<file path="config.mk">
export PLATFORM = sky130hd
export DESIGN_NAME = lc3_display_out
export DESIGN_NICKNAME = d
export VERILOG_FILES = /design/src/rtl/lc3_io_pkg.sv /design/src/rtl/lc3_baud_tick.sv /design/src/rtl/lc3_display_out.sv
export SDC_FILE = /design/constraint.sdc
export NUM_CORES = 1
export LEC_CHECK = 0
export CORE_ASPECT_RATIO = 0.75
export CORE_MARGIN = 1
export CORE_UTILIZATION = 46
export DETAILED_ROUTE_END_ITERATION = 7
export PLACE_DENSITY = 0.75
export SLEW_MARGIN = 20
export SYNTH_ARGS = -nofsm -noshare
export SYNTH_HDL_FRONTEND = slang
export SYNTH_SLANG_ARGS = --single-unit
</file>
<file path="constraint.sdc">
create_clock -name Clk -period 2 [get_ports Clk]
set_input_delay 0.4 -clock Clk [delete_from_list [all_inputs] [get_ports Clk]]
set_output_delay 0.4 -clock Clk [all_outputs]
set_load 0.03 [all_outputs]
</file>
<file path="src/rtl/lc3_io_pkg.sv">
// ============================================================================
//  Module      : lc3_io_pkg
//  Description : Shared LC-3 memory-mapped I/O types and constants.
//  Revision    : 1.0 - initial release
// ============================================================================
`default_nettype none

package lc3_io_pkg;

  typedef enum logic [1:0] {
    IDLE  = 2'd0,
    START = 2'd1,
    DATA  = 2'd2,
    STOP  = 2'd3
  } tx_state_t;

  localparam int DSR_READY = 15;
  localparam int DSR_OVR   = 14;

  localparam logic [15:0] KBSR = 16'hFE00;
  localparam logic [15:0] KBDR = 16'hFE02;
  localparam logic [15:0] DSR  = 16'hFE04;
  localparam logic [15:0] DDR  = 16'hFE06;

  localparam logic [15:0] DSR_RESET_VAL = 16'h8000;

endpackage

`default_nettype wire

</file>
<file path="src/rtl/lc3_baud_tick.sv">
// ============================================================================
//  Module      : lc3_baud_tick
//  Description : Loadable bit-period down-counter; ticks while the count is 0.
//  Revision    : 1.0 - initial release
// ============================================================================
`default_nettype none

module lc3_baud_tick #(
  parameter int CLKS_PER_BIT = 16
) (
  input  logic clk,
  input  logic rst_n,
  input  logic i_load,
  input  logic i_en,
  output logic o_tick
);

  localparam int W = $clog2(CLKS_PER_BIT);
  localparam logic [W-1:0] c_reload = W'(CLKS_PER_BIT - 1);

  logic [W-1:0] r_count;

  always_ff @(posedge clk) begin
    if (!rst_n) begin
      r_count <= '0;
    end else if (i_load) begin
      r_count <= c_reload;
    end else if (i_en) begin
      r_count <= r_count - 1'b1;
    end
  end

  assign o_tick = (r_count == '0);

endmodule

`default_nettype wire

</file>
<file path="src/rtl/lc3_display_out.sv">
// ============================================================================
//  Module      : lc3_display_out
//  Description : LC-3 DDR consumer; serialises each character as 8N1 and
//                reports ready/overrun through the DSR.
//  Revision    : 1.0 - initial release
// ============================================================================
`default_nettype none

module lc3_display_out
  import lc3_io_pkg::*;
#(
  parameter int CLKS_PER_BIT = 16
) (
  input  logic        Clk,
  input  logic        Reset,
  input  logic [15:0] DDR_D,
  input  logic        DDR_WE,
  output logic [15:0] DSR_Q,
  output logic        Tx
);

  tx_state_t  r_state;
  logic [7:0] r_shift;
  logic [2:0] r_bit;
  logic       r_tx;
  logic       r_ready;
  logic       r_ovr;

  logic w_tick;
  logic w_accept;
  logic w_load;
  logic w_unused_hi;

  assign w_accept    = DDR_WE & r_ready;
  assign w_load      = (r_state == IDLE) ? w_accept : w_tick;
  assign w_unused_hi = ^DDR_D[15:8];

  lc3_baud_tick #(
    .CLKS_PER_BIT (CLKS_PER_BIT)
  ) u_baud (
    .clk    (Clk),
    .rst_n  (Reset),
    .i_load (w_load),
    .i_en   (r_state != IDLE),
    .o_tick (w_tick)
  );

  always_ff @(posedge Clk) begin
    if (!Reset) begin
      r_state <= IDLE;
      r_shift <= '0;
      r_bit   <= '0;
      r_tx    <= 1'b1;
      r_ready <= 1'b1;
      r_ovr   <= 1'b0;
    end else begin
      // A write seen while busy is dropped but remembered as an overrun.
      if (DDR_WE && !r_ready) begin
        r_ovr <= 1'b1;
      end
      case (r_state)
        IDLE: begin
          if (w_accept) begin
            r_shift <= DDR_D[7:0];
            r_ready <= 1'b0;
            r_ovr   <= 1'b0;
            r_tx    <= 1'b0;
            r_state <= START;
          end
        end
        START: begin
          if (w_tick) begin
            r_bit   <= '0;
            r_tx    <= r_shift[0];
            r_state <= DATA;
          end
        end
        DATA: begin
          if (w_tick) begin
            r_shift <= r_shift >> 1;
            r_bit   <= r_bit + 3'd1;
            if (r_bit == 3'd7) begin
              r_tx    <= 1'b1;
              r_state <= STOP;
            end else begin
              r_tx    <= r_shift[1];
            end
          end
        end
        STOP: begin
          if (w_tick) begin
            r_ready <= 1'b1;
            r_state <= IDLE;
          end
        end
        default: r_state <= IDLE;
      endcase
    end
  end

  always_comb begin
    DSR_Q            = '0;
    DSR_Q[DSR_READY] = r_ready;
    DSR_Q[DSR_OVR]   = r_ovr;
  end

  assign Tx = r_tx;

endmodule

`default_nettype wire

</file>
==> run_results.csv <==
group,metric,value,unit
critical_path,crit_family,"buffers and inverters",
timing,max_freq,0.5327,GHz
cts,cts_tree,"done",
cts,clock-sinks,20,
critical_path,reg2reg_from,"r_state[0]",
global_routing,grt_max_degree,23,
cts,clkSlewWorstSetupHoldPaths,0.12,ns
cts,clock_latency,0.31,ns
synth,synth_top_area_frac,0.3292,
critical_path,path_cells,"clkdlybuf4s50_1",
timing,min_period_over_period,0.9387,
floorplanning,rows,15,
cts,cts-root-buf,"clkbuf_4",
place,routabilityCongestion,0.8695,
global_routing,grt.total_usage,0.1798,
timing,finalSetupTns,0,ns
critical_path,start_kind,"flop",
floorplanning,die_h,46.53,µm
detailed_routing,wire_per_inst,11.99,µm
critical_path,crit_path_max_incr_delay,0.71,ns
timing,period_minus_slack,1.877,ns
detailed_routing,first_pass_iters,4,
global_routing,grt_antenna_before_repair,0,
synth,synth_top_cell_by_area,"dfxtp_1",
hold_path,hold_start,"r_shift[2]",
cts,post_cts_buffers,0,
critical_path,worstSetupEndpointType,"output port",
power_and_ir_drop,ir_drop,0.7587,mV
global_routing,grt_pass1_vias,878,
global_routing,grt_overflow,0,
hold_path,hp-class,"reg -> reg",
synth,ys_seq_area_frac,0.3292,
timing,rsz0062_at_grt,"false",
critical_path,crit_start,"r_ready",
cts,cts_resized,0,
floorplanning,core,0.002402,mm²
synth,synth.distinct_cells,35,
cts,clock_path_buffers,2,
floorplanning,die_area,0.002856,mm²
status,status,"finished, final reports clean",
synth,syn_avg_cell_area,8.565,µm²
synth,yosysWarningCount,0,
timing,finalSetupViolations,0,
detailed_routing,ant_nets,0,
job,maxCapViolations,0,
cells_and_area,antenna_cells,0,
place,io_buffer_count,13,
cells_and_area,fin_nets,183,
detailed_routing,vias,964,
cts,htreeDepth,1,
critical_path,critPathKind,"reg -> out",
cells_and_area,drive_above_1_share,0.1346,
synth,ys_ff_latch,20,
timing,slew_violations,0,
synth,synth_area_leaders,"dfxtp_1 33%, buf_4 9.9%, mux2i_1 7.4%, ha_1 7.2%, mux2_2 6.5%",
timing,hold_viol,0,
critical_path,critPathArrivalTime,1.48,ns
critical_path,slowest_stage,"clkdlybuf4s50_1",
critical_path,required,1.60,ns
floorplanning,boundaryPins,36,
critical_path,path_buf_inv,1,
cells_and_area,syn_to_final_growth,14.71,%
global_routing,grt_pass1_wl,3712,µm
place,hpwl,1759,µm
synth,syn_inst,142,
timing,final.setup_skew,0.009059,ns
cts,cts_hold_buf,0,
detailed_routing,drt-total-wl,2278,µm
cts,cts_buffers,3,
detailed_routing,vias_per_cell,5.074,
synth,syn_area,0.001216,mm²
timing,hold_ws,0.4691,ns
floorplanning,fp.dieW,61.37,µm
detailed_routing,drc,0,
critical_path,crit_path_max_fanout,7,
power_and_ir_drop,p_leak,0.0006115,µW
floorplanning,start_util,0.5062,
power_and_ir_drop,power_density,1444,mW/mm²
detailed_routing,dr.first_iter.drc_count,46,
==> metal layers <==
| layer | routed length, µm | global-route usage | part of all wire |
|---|---|---|---|
| met1 | 1142 | 0.2336 | 0.50 |
| met2 | 1014 | 0.2913 | 0.45 |
| met3 | 110 | 0.05899 | 0.048 |
| met4 | 10 | 0.04000 | 0.0044 |
| met5 | 0 | 0 | 0 |
==> report_power, final <==
| part | total [µW] | switching (µW) | internal (µW) | leakage (µW) |
|---|---|---|---|---|
| combinational | 1040 | 538 | 501 | 0.000419 |
| sequential | 638 | 104 | 534 | 0.000165 |
| clock | 336 | 134 | 203 | 0.0000279 |
==> synth_stat cells, drive strengths merged <==
| library cell | instances |
|---|---|
| a211o | 1 |
| a211oi | 1 |
| a21bo | 1 |
| a21boi | 1 |
| a21o | 1 |
| a21oi | 9 |
| a221oi | 1 |
| buf | 19 |
| clkbuf | 3 |
| clkinv | 1 |
| conb | 1 |
| dfxtp | 20 |
| ha | 7 |
| inv | 7 |
| mux2 | 7 |
| mux2i | 9 |
| nand2 | 20 |
| nand2b | 2 |
| nand3 | 5 |
| nor2 | 5 |
| nor2b | 1 |
| nor3 | 1 |
| nor3b | 1 |
| o211ai | 2 |
| o21ai | 8 |
| o21bai | 1 |
| o221ai | 1 |
| o32a | 1 |
| o41ai | 1 |
| or3 | 2 |
| or3b | 1 |
| or4 | 1 |
==> cell type report <==
type | instances | area, µm²
multi-input cells | 105 | 681.9
flip-flops and latches | 20 | 400.4
inverters | 8 | 30.03
well taps | 34 | 42.54
fillers | 223 | 1007
clock buffers | 3 | 22.52
clock inverters | 1 | 30.03
repair buffers | 19 | 187.7
==> kinds of logic after synthesis <==
family,Yosys count,synth area share
simple gates,39,0.1543
mux,16,0.1389
compound gates,29,0.1523
flops,20,0.3292
fa+ha+maj,7,0.07201
buf+inv,30,0.1502
other cells,1,0.003083
==> path summary, 6_finish.rpt <==
check                    end  slack [ns]  depth (start not counted)
setup / recovery   DSR_Q[15]        0.12                          1
hold / removal    r_shift[2]        0.47                          2
setup reg to reg          Tx        0.17                          5
hold reg to reg   r_shift[2]        0.47                          2
==> through the flow <==
step	cell area (µm²)	utilization	worst slack (ns)	power [µW]	std cells
final	1395	0.5807	0.1227	2014	190
after global routing	1395	0.5807	0.02644	2150	190
after CTS	1395	0.5807	0.1097	2015	190
after detailed placement	1343	0.5589	0.1838	1681	186
after floorplan	1265	-	0.3410	1402	155
after global placement	1343	0.5589	0.2378	1624	186
==> layout by cell type, fill, tap and decap left out, drive strengths merged, types with 2 or more instances in the layout <==
cell and instances:
a21oi 9, buf 6, clkbuf 3, clkdlybuf4s50 13, conb 14, dfxtp 20, ha 7, inv 7
mux2 7, mux2i 9, nand2 20, nand2b 2, nand3 5, nor2 5, o211ai 2, o21ai 8
or3 2
==> sequential cells by signal, indices dropped and copies added (netlist names) <==
| name | flops |
|---|---|
| r_bit | 3 |
| Tx | 1 |
| r_shift | 8 |
| u_baud.r_count | 4 |
| r_ready | 1 |
| r_ovr | 1 |
| r_state | 2 |
==> worst reg2reg max path, delay by kind of cell, from the launching register on <==
kind / cells / cell delay [ns]
buf+inv: 1 / 0.08
simple gates: 1 / 0.41
compound gates: 1 / 0.13
mux: 1 / 0.36
fa+ha+maj: 1 / 0.35
flops: 1 / 0.39
Power figures use the tool's default switching activity.
